$ cat src/rtl/rgb_pwm_fader.sv
// rtl/rgb_pwm_fader.sv - RGB PWM generator with linear duty fading for SB_RGBA_DRV
//
// Purpose:
//   Accepts a target colour over a valid/ready handshake and ramps each
//   channel's duty toward it one LSB per fade step, or applies it at once.
//   Duties are latched only at PWM period boundaries, so the pins never see
//   a partially updated period.
//
// Ports:
//   clk          48 MHz system clock
//   rst          synchronous reset, active high
//   cmd_valid    target colour offered
//   cmd_ready    command accepted on this cycle's edge when cmd_valid is high
//   cmd_red      target red duty   (0 = off, 255 = 255/256 on)
//   cmd_green    target green duty
//   cmd_blue     target blue duty
//   cmd_instant  1: jump straight to the target, no ramp
//   busy         fade in progress
//   pwm_red      red PWM drive   (to SB_RGBA_DRV RGB0PWM)
//   pwm_green    green PWM drive (to SB_RGBA_DRV RGB1PWM)
//   pwm_blue     blue PWM drive  (to SB_RGBA_DRV RGB2PWM)
//
// Build option:
//   RGB_FADER_GAMMA_EN - when defined, the latched duty is (c*c + 255) >> 8
//   (gamma ~2); otherwise the latched duty equals the current duty.

module rgb_pwm_fader #(
  parameter int PRESCALE = 188,
  parameter int FADE_DIV = 4
) (
  input  logic       clk,
  input  logic       rst,
  input  logic       cmd_valid,
  output logic       cmd_ready,
  input  logic [7:0] cmd_red,
  input  logic [7:0] cmd_green,
  input  logic [7:0] cmd_blue,
  input  logic       cmd_instant,
  output logic       busy,
  output logic       pwm_red,
  output logic       pwm_green,
  output logic       pwm_blue
);

  localparam int PS_W = (PRESCALE > 1) ? $clog2(PRESCALE) : 1;
  localparam int FD_W = (FADE_DIV > 1) ? $clog2(FADE_DIV) : 1;
  localparam logic [PS_W-1:0] PS_LAST = PS_W'(PRESCALE - 1);
  localparam logic [FD_W-1:0] FD_LAST = FD_W'(FADE_DIV - 1);

  typedef enum logic {
    ST_IDLE   = 1'b0,
    ST_FADING = 1'b1
  } state_t;

  // Channel index 0 = red, 1 = green, 2 = blue.
  state_t          state_q, state_d;
  logic [PS_W-1:0] presc_q, presc_d;
  logic [7:0]      pwm_cnt_q, pwm_cnt_d;
  logic [FD_W-1:0] fade_cnt_q, fade_cnt_d;
  logic [2:0][7:0] cur_q, cur_d;
  logic [2:0][7:0] tgt_q, tgt_d;
  logic [2:0][7:0] lat_q, lat_d;
  logic [2:0]      pwm_q, pwm_d;

  logic            tick;
  logic            pend;
  logic            accept;
  logic [2:0][7:0] cmd_vec;
  logic [2:0][7:0] step_val;
  logic            step_done;

  // Maps a current duty to the value compared against pwm_cnt.
  function automatic logic [7:0] map_duty(input logic [7:0] c);
`ifdef RGB_FADER_GAMMA_EN
    logic [15:0] sq;
    // +255 rounds up so that 1 -> 1 and 255 -> 255; 255*255+255 fits 16 bits.
    sq = {8'd0, c} * {8'd0, c};
    return 8'((sq + 16'd255) >> 8);
`else
    return c;
`endif
  endfunction

  assign tick      = (presc_q == PS_LAST);
  assign pend      = tick && (pwm_cnt_q == 8'hFF);
  assign cmd_ready = (state_q == ST_IDLE) && !rst;
  assign busy      = (state_q == ST_FADING);
  assign accept    = cmd_valid && cmd_ready;
  assign cmd_vec   = {cmd_blue, cmd_green, cmd_red};

  assign pwm_red   = pwm_q[0];
  assign pwm_green = pwm_q[1];
  assign pwm_blue  = pwm_q[2];

  // One-LSB move toward the target; never overshoots, so no wrap at 0/255.
  always_comb begin
    step_val = cur_q;
    for (int i = 0; i < 3; i++) begin
      if (cur_q[i] < tgt_q[i]) begin
        step_val[i] = cur_q[i] + 8'd1;
      end else if (cur_q[i] > tgt_q[i]) begin
        step_val[i] = cur_q[i] - 8'd1;
      end
    end
    step_done = (step_val == tgt_q);
  end

  always_comb begin
    state_d    = state_q;
    presc_d    = tick ? '0 : presc_q + 1'b1;
    pwm_cnt_d  = tick ? pwm_cnt_q + 8'd1 : pwm_cnt_q;
    fade_cnt_d = fade_cnt_q;
    cur_d      = cur_q;
    tgt_d      = tgt_q;
    lat_d      = lat_q;

    // Latch from cur_q so a step on the same pend shows one period later.
    if (pend) begin
      for (int i = 0; i < 3; i++) begin
        lat_d[i] = map_duty(cur_q[i]);
      end
    end

    // Strict compare: duty 0 never produces a high count.
    for (int i = 0; i < 3; i++) begin
      pwm_d[i] = (pwm_cnt_q < lat_q[i]);
    end

    case (state_q)
      ST_IDLE: begin
        if (accept) begin
          if (cmd_instant) begin
            cur_d = cmd_vec;
          end else if (cmd_vec != cur_q) begin
            tgt_d      = cmd_vec;
            fade_cnt_d = '0;
            state_d    = ST_FADING;
          end
        end
      end
      ST_FADING: begin
        if (pend) begin
          if (fade_cnt_q == FD_LAST) begin
            fade_cnt_d = '0;
            cur_d      = step_val;
            if (step_done) begin
              state_d = ST_IDLE;
            end
          end else begin
            fade_cnt_d = fade_cnt_q + 1'b1;
          end
        end
      end
      default: state_d = ST_IDLE;
    endcase
  end

  always_ff @(posedge clk) begin
    if (rst) begin
      state_q    <= ST_IDLE;
      presc_q    <= '0;
      pwm_cnt_q  <= '0;
      fade_cnt_q <= '0;
      cur_q      <= '0;
      tgt_q      <= '0;
      lat_q      <= '0;
      pwm_q      <= '0;
    end else begin
      state_q    <= state_d;
      presc_q    <= presc_d;
      pwm_cnt_q  <= pwm_cnt_d;
      fade_cnt_q <= fade_cnt_d;
      cur_q      <= cur_d;
      tgt_q      <= tgt_d;
      lat_q      <= lat_d;
      pwm_q      <= pwm_d;
    end
  end

endmodule

$ cat config.mk
export PLATFORM = sky130hd
export DESIGN_NAME = rgb_pwm_fader
export DESIGN_NICKNAME = d
export VERILOG_FILES = /design/src/rtl/rgb_pwm_fader.sv
export SDC_FILE = /design/constraint.sdc
export NUM_CORES = 1
export LEC_CHECK = 0
export BUFFER_PORTS_ARGS = -buffer_cell sky130_fd_sc_hd__buf_2
export CELL_PAD_IN_SITES_DETAIL_PLACEMENT = 1
export CELL_PAD_IN_SITES_GLOBAL_PLACEMENT = 2
export CORE_ASPECT_RATIO = 0.6
export CORE_MARGIN = 5
export CORE_UTILIZATION = 40
export CTS_CLUSTER_SIZE = 12
export DETAILED_ROUTE_END_ITERATION = 8
export PLACE_DENSITY = 0.88
export SETUP_SLACK_MARGIN = 0.3
export SYNTH_ARGS = -nofsm -noshare
export SYNTH_HDL_FRONTEND = slang
export SYNTH_SLANG_ARGS = --single-unit
$ cat constraint.sdc
create_clock -name clk -period 5.4 [get_ports clk]
set_clock_uncertainty 0.05 [all_clocks]
set_input_delay 1.08 -clock clk [delete_from_list [all_inputs] [get_ports clk]]
set_output_delay 1.08 -clock clk [all_outputs]
set_load 0.1 [all_outputs]
=== Yosys cells after proc, flatten, opt, wreduce, memory -nomap -nowiden ===
Cells that the tools add are included.

* Flip-flop bits (word level): 94
* Input bits: 28
* Output and inout bits: 5
* Logic and storage cells: 77

* Add/subtract/negate cells: 9
* Order comparisons: 9
* Eq/ne operators: 11
* Multiplexer cells: 24
* Bitwise operators: 2
* Reductions and logical operators: 8

{| class="wikitable"
|+ Operators with widths
! kind !! number
|-
| $mux W24 || 4
|-
| $lt A8 B8 Y1 || 6
|-
| $mux W8 || 6
|-
| $pmux W24 S2 || 1
|-
| $add A8 B1 Y8 const B || 5
|-
| $eq A24 B24 Y1 || 1
|-
| $gt A8 B8 Y1 || 3
|-
| $ne A24 B24 Y1 || 1
|-
| $sub A8 B1 Y8 const B || 3
|-
| $eq A8 B8 Y1 const B || 2
|-
| $reduce_and A4 Y1 || 3
|-
| $mux W2 || 5
|-
| $mux W1 || 6
|-
| $ne A2 B1 Y1 const B || 3
|-
| $ne A2 B2 Y1 const B || 3
|-
| $pmux W2 S2 || 1
|-
| $logic_and A1 B1 Y1 || 3
|-
| $add A2 B1 Y2 const B || 1
|-
| $eq A2 B2 Y1 const B || 1
|-
| $not A1 Y1 || 2
|-
| $pmux W1 S2 || 1
|-
| $reduce_or A2 Y1 || 1
|-
| $logic_not A1 Y1 || 1
|}

=== Logic depth before layout (Yosys ltp) ===
Gate-level depths: netlist of run 1.

* Word-level depth: 8
* Gate-level depth with buffers: 13
* Mapped depth without buffers: 11

=== Least setup slack after synthesis of run 1 ===
OpenSTA, ideal clock, no wires.

* Kind: input -> register
* Start: input rst
* End: register cur_q[3] in the netlist's numbering
* Library setup time: 0.128 ns
* Arrival time: 3.653 ns
* Path slack: 1.569 ns
* Stages: 9
* Path buffers: 3
* Cell sequence: clkbuf_1 -> nor2_1 -> and3_1 -> a21o_1 -> clkbuf_1 -> clkbuf_1 -> nand2_1 -> a22oi_1 -> nor2_1

* Cells in the longest elaborated chain, start to end: 5

{| class="wikitable"
|+ RTL lines
! what !! RTL line !! text
|-
| start, declared || 32 || <nowiki>input logic rst,</nowiki>
|-
| $logic_not A1 Y1 || 86 || <nowiki>assign cmd_ready = (state_q == ST_IDLE) && !rst;</nowiki>
|-
| $logic_and A1 B1 Y1 || 86 ||
|-
| named net cmd_ready || 34 || <nowiki>output logic cmd_ready,</nowiki>
|-
| $logic_and A1 B1 Y1 || 88 || <nowiki>assign accept = cmd_valid && cmd_ready;</nowiki>
|-
| $ne A2 B2 Y1 (no source line) || -- ||
|-
| $reduce_and A4 Y1 (no source line) || -- ||
|-
| end signal, assigned || 173 || <nowiki>cur_q <= cur_d;</nowiki>
|-
| end, declared || 60 || <nowiki>logic [2:0][7:0] cur_q, cur_d;</nowiki>
|}

The timed path passes the listed nets, and every way through them passes these cells.
A chain may end at the register's enable or synchronous reset.

=== Worst setup path in the final report of run 1 ===
* Start: register cur_q[3] in the netlist's numbering
* End: register state_q (netlist: busy)

* Cells in the longest elaborated chain, start to end: 8

{| class="wikitable"
|+ RTL lines
! what !! RTL line !! text
|-
| $sub A8 B1 Y8 / $gt A8 B8 Y1 (equally long branches) || 102, 101 ||
|-
| $mux W8 || 101 || <nowiki>end else if (cur_q[i] > tgt_q[i]) begin</nowiki>
|-
| $mux W8 || 99 || <nowiki>if (cur_q[i] < tgt_q[i]) begin</nowiki>
|-
| $eq A24 B24 Y1 || 105 || <nowiki>step_done = (step_val == tgt_q);</nowiki>
|-
| $mux W1 || 146 || <nowiki>if (step_done) begin</nowiki>
|-
| $mux W1 || 143 || <nowiki>if (fade_cnt_q == FD_LAST) begin</nowiki>
|-
| $mux W1 || 142 || <nowiki>if (pend) begin</nowiki>
|-
| $pmux W1 S2 * || 129 || <nowiki>case (state_q)</nowiki>
|-
| end signal, assigned || 169 || <nowiki>state_q <= state_d;</nowiki>
|-
| end, declared || 56 || <nowiki>state_t state_q, state_d;</nowiki>
|}

Mark *: on every way between the ends. The rest lies on a longest branch, timed or not.

==> results.cfg, run 1 <==
[outcome]
status = finished, final reports clean

[final_layout]
drive_above_1_share_pct = 7.53
finish.utilization_pct = 44.0
final_common_cell = nand2_1
layout_common_cells = 104 x nand2_1, 94 x dfxtp_1, 81 x a21oi_1, 74 x nor2_1, 58 x inv_1
fillers = 2001
nets = 927
area_delta_synth_final_pct = 8.12
num_antenna_cells = 0

[synth]
synthMuxAreaShare_pct = 5.10
synth_ff_type = dfxtp_1
synthCells = 849
synth.area.top_cells = dfxtp_1 29%, ha_1 10%, a21oi_1 6.2%, nand2_1 5.9%, xor2_1 5.5%
yosys.area_share.simple_pct = 20.9
yosys.area.top_type_share_pct = 28.6
synth_compound_area_share_pct = 18.8
yosysWarnings = 0
syn_area_um2 = 6580
ys_types = 61
synth-edff-count = 0
ys_seq_area_share_pct = 28.6
synth_top_area_cell = dfxtp_1
synth_area_per_cell_um2 = 7.75
synth_fa_ha_area_share_pct = 10.3
synth_seq_cells = 94
synth_top_family_by_area = simple AND/OR/NAND/NOR gates
synth_xor_area_share_pct = 9.19
syn_nets = 931
synthArstFlopShare_pct = 0

[pwr]
leakage_nw = 2.87
powerDensity_nw_per_um2 = 276
peakVddDrop_uv = 131

[worst_setup_path]
worst_ep_arrival_time_ns = 3.73
critical_path_required_ns = 5.55
regToRegStartpoint = cur_q[3]
end_kind = flip-flop
r2r_slack_ns = 1.83
worstSetupPathType = reg -> reg
startpoint_type = flip-flop
cp_max_fo = 13
reg2reg_depth = 10
timing.rr.end = busy

[placed_design]
gp_congestion = 0.934
port_buffers = 32
hpwlAfterDp_um = 17000

[drt]
ant_nets = 0
viasPerCell = 5.93
dr.pass1.iters = 7
drcViolationCount = 0
routed_wl_um = 22600
num_vias = 6275
drt_iter0_drc = 442
detail_route.wl_per_cell_um = 21.3

[sta]
worst_pin_slew_ns = 1.13
timing.final.max_slew_violations = 0
finalSetupTns_ns = 0
rsz0062_at_grt = no
relSlewSlack_pct = 24.4
finalSetupViolations = 0
min_period_over_period_pct = 66.2
hold_viol_final = 0
maxClockFrequency_mhz = 280
period_needed_ns = 3.57

[floorplanning]
die-area_um2 = 19200
start_util_pct = 40.7
core-area_um2 = 16200
boundaryPins = 33
fp.dieW_um = 176
die_y_um = 109
rows = 36

[clocking]
h-tree-depth = 3
cts_tree = yes
path_clk_slew_ns = 0.07
cts_sinks = 94
cts-resized-gates = 0
numCtsBuffers = 9
ctsHoldBuffers = 0
post_cts.repair.setup_buffers = 0
cts-root-buf = clkbuf_16
clk_path_buf_depth = 2
clk_latency_ns = 0.35

[global_routing]
antenna_found_initial = 1
grt_pass1_wl_um = 36000
grt_pass1_vias = 6458
grt_usage_pct = 24.1
overflow = 0
grt_max_degree = 55

[hold_path]
hold_start = lat_q[2]
hold_path.class = reg -> reg
whs_endpoint = lat_q[2]
holdPathStages = 2

[job]
drv_cap = 0
[registers in the layout (all words and copies together) (netlist names)]
register and count:
cur_q 24, lat_q 24, tgt_q 24, presc_q 8, pwm_cnt_q 8, pwm_q 3, fade_cnt_q 2, busy 1
[how the worst max path moves through the flow]
stage | from | to | cells past startpoint
6_report | cur_q[3] | busy | 10
5_1_grt | cur_q[1] | busy | 10
4_1_cts | cur_q[1] | busy | 10
3_5_place_dp | cur_q[3] | busy | 10
3_3_place_gp | cmd_blue[3] | busy | 10
2_1_floorplan | rst | cur_q[3] | 9
[synth_stat cells (3+ instances only)]
master / count
mux2i_1: 29
clkbuf_1: 34
o21ai_0: 16
a2bb2oi_1: 6
nand3_1: 20
nand2_1: 104
xnor2_1: 28
a22oi_1: 3
nand2b_1: 7
inv_1: 58
and3_1: 12
a211oi_1: 8
buf_2: 12
nand4_1: 7
a32oi_1: 3
o21ai_1: 3
a31oi_1: 9
a2111oi_0: 3
nor2b_1: 15
dfxtp_1: 94
ha_1: 54
o22ai_1: 6
o21a_1: 3
o22a_1: 6
nor2_1: 74
o31ai_1: 4
xor2_1: 41
a21o_1: 18
or3_1: 7
nor3_1: 24
or4_1: 3
nor4_1: 9
buf_6: 4
a21oi_1: 82
o2111ai_1: 7
[worst max-delay path, stage by stage (launching register included)]
cell and delay (ns):
dfxtp_1 0.62, ha_1 0.34, nand2_1 0.11, o21bai_1 0.14, a21oi_1 0.12, nor2b_1 0.29
buf_4 0.24, mux2_2 0.40, xor2_1 0.16, a2111oi_0 0.77, a31oi_1 0.16
[layer usage]
metal / vias to the layer above / GRT usage (%) / routed length (um)
li1: 2929 / - / -
met1: 3133 / 34.2 / 11000
met2: 183 / 38.3 / 9810
met3: 28 / 5.26 / 1530
met4: 2 / 4.67 / 278
met5: - / 0 / 7
[cell families (layout without fill, tap and decap cells)]
group | count (synthesis) | count (layout)
AND/OR/NAND/NOR | 295 | 295
AO/OA/AOI/OAI | 193 | 193
buffers and inverters | 111 | 112
flip-flops | 94 | 94
XOR/XNOR | 69 | 69
adder cells (fa/ha/maj) | 54 | 54
multiplexers | 33 | 33
[per-stage QoR]
| stage | total power [W] | cells | setup WS [ns] | hold WS (ns) | cell area (um2) |
|---|---|---|---|---|---|
| floorplan | 0.00113 | 849 | 1.57 | 0.363 | 6580 |
| global placement | 0.00128 | 1043 | 2.02 | 0.372 | 6810 |
| detailed placement | 0.00129 | 1043 | 1.93 | 0.401 | 6810 |
| CTS | 0.00196 | 1059 | 1.92 | 0.412 | 7110 |
| global route | 0.00205 | 1059 | 1.56 | 0.426 | 7110 |
| finish | 0.00197 | 1059 | 1.83 | 0.406 | 7110 |
[where the power goes]
part / internal (W) / total [W] / switching (W)
clock: 0.000374 / 0.000669 / 0.000295
sequential: 0.000708 / 0.000743 / 0.0000347
combinational: 0.000198 / 0.000554 / 0.000355
total: 0.00128 / 0.00197 / 0.000685
[final cells by class]
type / count / area [um2] / share of cell area (%)
clock buffers: 11 / 243 / 3.41
clock inverters: 5 / 57.6 / 0.809
inverters: 58 / 218 / 3.06
multi-input cells: 644 / 4240 / 59.7
flip-flops and latches: 94 / 1880 / 26.5
well taps: 209 / 262 / 3.68
repair buffers: 38 / 205 / 2.89
Note: power is estimated with default switching activity, not from simulation.
==> inputs of run 2 (changes only) <==
--- a/config.mk
+++ b/config.mk
@@ -5,15 +5,16 @@
 export SDC_FILE = /design/constraint.sdc
 export NUM_CORES = 1
 export LEC_CHECK = 0
+export ABC_AREA = 1
 export BUFFER_PORTS_ARGS = -buffer_cell sky130_fd_sc_hd__buf_2
 export CELL_PAD_IN_SITES_DETAIL_PLACEMENT = 1
 export CELL_PAD_IN_SITES_GLOBAL_PLACEMENT = 2
 export CORE_ASPECT_RATIO = 0.6
 export CORE_MARGIN = 5
-export CORE_UTILIZATION = 40
+export CORE_UTILIZATION = 35
 export CTS_CLUSTER_SIZE = 12
 export DETAILED_ROUTE_END_ITERATION = 8
-export PLACE_DENSITY = 0.88
+export PLACE_DENSITY = 0.82
 export SETUP_SLACK_MARGIN = 0.3
 export SYNTH_ARGS = -nofsm -noshare
 export SYNTH_HDL_FRONTEND = slang
==> constraint.sdc (replaced) <==
create_clock -name clk -period 3.4 [get_ports clk]
set_clock_uncertainty 0.05 [all_clocks]
set_input_delay 0.68 -clock clk [delete_from_list [all_inputs] [get_ports clk]]
set_output_delay 0.68 -clock clk [all_outputs]
set_load 0.1 [all_outputs]
==> run 2 against run 1 <==
Effect of this change: final area grew 3.2%; cell count increased by 17%; hold slack worse by 0.00077 ns; total power increased by 70%; first-iteration DRC count fell by 19%; die area grew 13%; synthesized cell count up 14%; critical path depth down 3; largest cell class unchanged.
==> results.cfg, run 2 <==
[outcome]
status = finished, final reports clean

[synth]
synth_most_common_cell = nand2_1
synth_ff_type = dfxtp_1
ys_seq_area_share_pct = 28.7
syn_area_um2 = 6550
synth_seq_cells = 94
synth_area_per_cell_um2 = 6.76
synthArstFlopShare_pct = 0
ys_top_cells_by_count = 234 x nand2_1, 118 x inv_1, 94 x dfxtp_1
synth.area.top_cells = dfxtp_1 29%, nand2_1 13%, ha_1 10%, inv_1 6.8%, nand3_1 6.7%
ys_types = 45
synthCells = 968
synth-edff-count = 0
yosysWarnings = 0
synth_top_area_cell = dfxtp_1
yosys.area.top_type_share_pct = 28.7
syn_nets = 1050

[worst_setup_path]
worst_path_largest_cell_delay_ns = 0.81
crit_path_frequent_cell = nor2_1
cp_cell_sequence = clkinv_1, nor2_1, nor2_1, nand2_4, clkinv_2, o21ai_0, a31oi_1
end_kind = flip-flop
cp_max_fo = 32
startpoint_type = flip-flop
critical_path_required_ns = 3.56
worst_ep_arrival_time_ns = 2.98
worst_path_max_delay_cell = dfxtp_1
worstSetupPathType = reg -> reg

[floorplanning]
start_util_pct = 36.0
core-area_um2 = 18200
fp.dieW_um = 187
die-area_um2 = 21600
die_y_um = 116
rows = 38
boundaryPins = 33

[clocking]
numCtsBuffers = 9
clk_path_buf_depth = 2
cts_tree = yes
post_cts.repair.setup_buffers = 0
path_clk_slew_ns = 0.07
cts-resized-gates = 0
clk_latency_ns = 0.36
h-tree-depth = 3
ctsHoldBuffers = 0
cts-root-buf = clkbuf_16
cts_sinks = 94

[drt]
num_vias = 6389
drt_iter0_drc = 360
routed_wl_um = 21500
met1_length_um = 11700
detail_route.wl_per_cell_um = 17.3
wl_met3_um = 1110
dr.pass1.iters = 6
drcViolationCount = 0
highest_layer = met4
viasPerCell = 5.14
ant_nets = 0
dr_wl_met2_um = 8420

[sta]
relSlewSlack_pct = 39.8
timing.final.max_slew_violations = 0
rsz0062_at_grt = no
finalSetupTns_ns = 0
finalSetupViolations = 0
min_period_over_period_pct = 82.8
hold_viol_final = 0
maxClockFrequency_mhz = 355
period_needed_ns = 2.81
worst_pin_slew_ns = 0.880

[pwr]
powerDensity_nw_per_um2 = 456
peakVddDrop_uv = 263
leakage_nw = 3.26

[final_layout]
area_delta_synth_final_pct = 12.1
nets = 1080
final_common_cell = nand2_1
finish.utilization_pct = 40.3
num_antenna_cells = 0
top_regs = cur_q: 24 flops, lat_q: 24 flops, tgt_q: 24 flops
final_cells = 1243
drive_above_1_share_pct = 11.6
layout_common_cells = 231 x nand2_1, 118 x inv_1, 94 x dfxtp_1, 87 x nand3_1, 77 x a21oi_1
fillers = 2375
fin_area_um2 = 7340

[global_routing]
grt_max_degree = 44
overflow = 0
grt_pass1_vias = 6395
grt_pass1_wl_um = 35200
grt_usage_pct = 20.3
antenna_found_initial = 0

[hold_path]
hold_path.class = reg -> reg

[placed_design]
gp_congestion = 0.870
placed_cell_area_um2 = 7020
hpwlAfterDp_um = 16600
port_buffers = 32
placed_cells = 1227

[job]
drv_cap = 0
## run 2: stage by stage
| stage | hold slack (ns) | power [W] | setup WS [ns] |
|---|---|---|---|
| after floorplan | 0.368 | 0.00196 | 0.613 |
| after global placement | 0.380 | 0.00224 | 0.565 |
| after detailed placement | 0.392 | 0.00227 | 0.460 |
| after CTS | 0.409 | 0.00337 | 0.441 |
| after global routing | 0.438 | 0.00358 | 0.322 |
| final | 0.406 | 0.00334 | 0.586 |
## run 2: layout make-up
type	count	area (um2)	area share (%)
Multi-Input combinational cell	710	4020	54.7
Tap cell	240	300	4.09
Inverter	123	464	6.32
Clock buffer	10	239	3.26
Timing Repair Buffer	60	370	5.05
Sequential cell	94	1880	25.6
Clock inverter	6	66.3	0.904
## run 2: cell families (layout without fill, tap and decap cells)
| kind of cell | after synthesis | in the layout | synth area share [%] |
|---|---|---|---|
| AND/OR/NAND/NOR | 434 | 434 | 28.8 |
| AO/OA/AOI/OAI | 197 | 197 | 18.7 |
| buffers and inverters | 164 | 199 | 10.1 |
| flip-flops | 94 | 94 | 28.7 |
| adder cells (fa/ha/maj) | 54 | 54 | 10.3 |
| XOR/XNOR | 25 | 25 | 3.34 |
## run 2: final timing paths
path / depth (start not counted) / to / slack [ns] / start
max reg2reg: 7 / cur_q[11] / 0.59 / busy
min reg2reg: 1 / presc_q[0] / 0.41 / presc_q[0]
min: 1 / presc_q[0] / 0.41 / presc_q[0]
max: 7 / cur_q[11] / 0.59 / busy
## run 2: where the power goes
| group | total (W) | leakage [nW] | internal, W | switching [W] |
|---|---|---|---|---|
| sequential | 0.00117 | 0.763 | 0.00114 | 0.0000366 |
| combinational | 0.00108 | 2.34 | 0.000336 | 0.000746 |
| clock | 0.00109 | 0.154 | 0.000597 | 0.000492 |
| total | 0.00334 | 3.26 | 0.00207 | 0.00127 |
## run 2: critical path, delay by kind of cell, from the launching register on
kind	cells	cell delay, ns
flip-flops	1	0.81
buffers and inverters	2	0.80
AO/OA/AOI/OAI	2	0.42
AND/OR/NAND/NOR	3	0.56
## run 2: per-layer routing
layer  global-route usage, %  vias to the layer above
li1                        -                     3250
met4                    4.27                        0
met2                    29.3                      113
met3                    4.46                       18
met1                    30.8                     3008
met5                       0                        -
==> inputs of run 3 (changes only) <==
--- a/config.mk
+++ b/config.mk
@@ -11,10 +11,10 @@
 export CELL_PAD_IN_SITES_GLOBAL_PLACEMENT = 2
 export CORE_ASPECT_RATIO = 0.6
 export CORE_MARGIN = 5
-export CORE_UTILIZATION = 35
+export CORE_UTILIZATION = 32
 export CTS_CLUSTER_SIZE = 12
 export DETAILED_ROUTE_END_ITERATION = 8
-export PLACE_DENSITY = 0.82
+export PLACE_DENSITY = 0.79
 export SETUP_SLACK_MARGIN = 0.3
 export SYNTH_ARGS = -nofsm -noshare
 export SYNTH_HDL_FRONTEND = slang
==> constraint.sdc (replaced) <==
create_clock -name clk -period 2.3 [get_ports clk]
set_clock_uncertainty 0.05 [all_clocks]
set_input_delay 0.46 -clock clk [delete_from_list [all_inputs] [get_ports clk]]
set_output_delay 0.46 -clock clk [all_outputs]
set_load 0.1 [all_outputs]
==> run 3 against run 2 <==
Effect of this change: the flow now finishes with violations (setup timing); combinational power rose to 2.8 times the previous value; sequential cell count did not move; count of clock-buffer cells in the layout fell by 1; register-to-register slack got worse by 0.80 ns; die area rose by 8.7%; cell count rose by 16%; worst setup slack got worse by 0.80 ns; final area rose by 41%; largest power group is now combinational logic.
==> results.cfg, run 3 (synthesis results as in run 2) <==
[worst_setup_path]
path_delay_family = simple AND/OR/NAND/NOR gates
startpoint_type = flip-flop
worst_path_max_delay_cell = dfxtp_2
end_kind = flip-flop
cp_cell_sequence = inv_2, ha_4, nand2_4, inv_1, nand2_1, nand2_2, nand2_4, buf_6, nand3_1, nand3_2, nand2_2, nand2_2, nand2_1, inv_1, nand2_1, nor2_1, nand2_1, nor2_1, nand2_1, nand2_1, a21oi_1
worst_ep_arrival_time_ns = 2.70
cp_num_buf_inv = 4
worstSetupPathType = reg -> reg
worst_path_largest_cell_delay_ns = 0.34
crit_path_frequent_cell = nand2_1
cp_max_fo = 5
critical_path_required_ns = 2.49

[drt]
ant_nets = 0
viasPerCell = 5.21
drt_iter0_drc = 488
num_vias = 7502
dr.pass1.iters = 5
detail_route.wl_per_cell_um = 20.0
routed_wl_um = 28800
drcViolationCount = 0

[placed_design]
placed_cells = 1363
port_buffers = 32
place_ws_ns = -0.507
gp_congestion = 0.823
hpwlAfterDp_um = 18000

[floorplanning]
boundaryPins = 33
die-area_um2 = 23500
die_y_um = 121
start_util_pct = 32.6
rows = 40
fp.dieW_um = 195
core-area_um2 = 20100

[pwr]
internal-power_w = 0.00374
combPwrFrac_pct = 47.2
powerDensity_nw_per_um2 = 614
leakage_nw = 4.49
sw_frac_of_total_pct = 41.1
p_clk_share_pct = 25.3
peakVddDrop_uv = 377
p_sw_w = 0.00261
power.share.sequential_pct = 27.5

[global_routing]
overflow = 0
grt_usage_pct = 21.8
grt_max_degree = 23
grt_pass1_vias = 7242
grt_pass1_wl_um = 40100
antenna_found_initial = 0

[sta]
period_needed_ns = 2.51
rsz0062_at_grt = yes
worst_pin_slew_ns = 0.486
finalWorstSetupSlack_ns = -0.215
maxClockFrequency_mhz = 398
finalSetupViolations = 9
hold_viol_final = 0
min_period_over_period_pct = 109
timing.final.max_slew_violations = 0
relSlewSlack_pct = 67.8

[clocking]
cts-root-buf = clkbuf_16
clk_latency_ns = 0.37
numCtsBuffers = 9
clk_path_buf_depth = 2
cts_tree = yes
h-tree-depth = 3
path_clk_slew_ns = 0.08
cts_sinks = 94
ctsHoldBuffers = 0

[final_layout]
drive_above_1_share_pct = 46.3
multi_input_area_um2 = 5280
num_antenna_cells = 0
top_regs = cur_q: 24 flops, lat_q: 24 flops, tgt_q: 24 flops
fillers = 2428
nets = 1245
layout_common_cells = 169 x nand2_1, 134 x buf_4, 96 x inv_1, 63 x nand3_1, 54 x nor2_1
area_delta_synth_final_pct = 57.7
final_common_cell = nand2_1
final_cells = 1441
seq_area_um2 = 1940

[job]
drv_cap = 0

[outcome]
failed_checks = setup timing
status = finished with violations

[hold_path]
hold_path.class = in -> reg
==> run 3: changes by cell type in the layout (fill, tap and decap cells not counted), sizes merged <==
cell	change
clkbuf	+1
bufinv	-1
clkinvlp	+1
inv	+2
buf	+161
clkinv	-1
nand2	+2
==> run 3: worst paths after layout <==
| path | slack (ns) | cells past startpoint | from | to |
|---|---|---|---|---|
| setup reg to reg | -0.21 | 21 | tgt_q[11] | busy |
| setup / recovery | -0.21 | 21 | tgt_q[11] | busy |
| hold reg to reg | 0.41 | 2 | lat_q[20] | lat_q[20] |
| hold / removal | 0.35 | 3 | cmd_red[5] | tgt_q[5] |
==> run 3: layout make-up <==
cell class | count | share of cell area [%]
Multi-Input combinational cell | 712 | 51.1
Sequential cell | 94 | 18.8
Clock buffer | 9 | 2.18
Timing Repair Buffer | 223 | 19.2
Clock inverter | 7 | 0.715
Inverter | 123 | 4.68
Tap cell | 273 | 3.31
==> run 3: power by group through the flow <==
| stage | Clock [W] | Sequential [W] | Combinational [W] |
|---|---|---|---|
| after floorplan | 0 | 0.00177 | 0.00117 |
| after global placement | 0 | 0.00176 | 0.00197 |
| after detailed placement | 0 | 0.00176 | 0.00200 |
| after CTS | 0.00165 | 0.00173 | 0.00237 |
| after global routing | 0.00171 | 0.00175 | 0.00320 |
| final | 0.00160 | 0.00175 | 0.00300 |
==> run 3: layer usage <==
metal  part of all wire, %  up-vias  track usage [%]
met4                   1.3        0             3.86
met2                    46      169             33.8
li1                      -     3603                -
met5                     0        -                0
met3                   4.5       28             4.40
met1                    48     3702             31.7
==> run 3: stage by stage <==
stage          hold WS (ns)  total power (W)  TNS, ns  instance area (um2)  util [%]
5_1_grt               0.339          0.00666    -1.67                10300      51.5
3_3_place_gp          0.380          0.00373   -0.522                 7980      39.8
2_1_floorplan         0.368          0.00294        0                 6670         -
6_report              0.347          0.00634   -0.363                10300      51.5
4_1_cts               0.324          0.00575  -0.0330                 9170      45.7
3_5_place_dp          0.391          0.00377   -0.889                 7980      39.8
==> run 3: repair_timing <==
action | in CTS | in global routing
setup endpoints to repair | 55 | 77
buffers inserted | 28 | 25
pin swaps | 45 | 101
gates cloned | 6 | 3
resized for setup | 169 | 239
==> run 3: worst reg2reg max path, cell delays in order (launching register included) <==
cell,delay [ns]
dfxtp_2,0.34
inv_2,0.06
ha_4,0.25
nand2_4,0.08
inv_1,0.06
nand2_1,0.07
nand2_2,0.07
nand2_4,0.14
buf_6,0.17
nand3_1,0.13
nand3_2,0.14
nand2_2,0.09
nand2_2,0.10
nand2_1,0.06
inv_1,0.06
nand2_1,0.07
nor2_1,0.11
nand2_1,0.06
nor2_1,0.11
nand2_1,0.06
nand2_1,0.05
a21oi_1,0.06
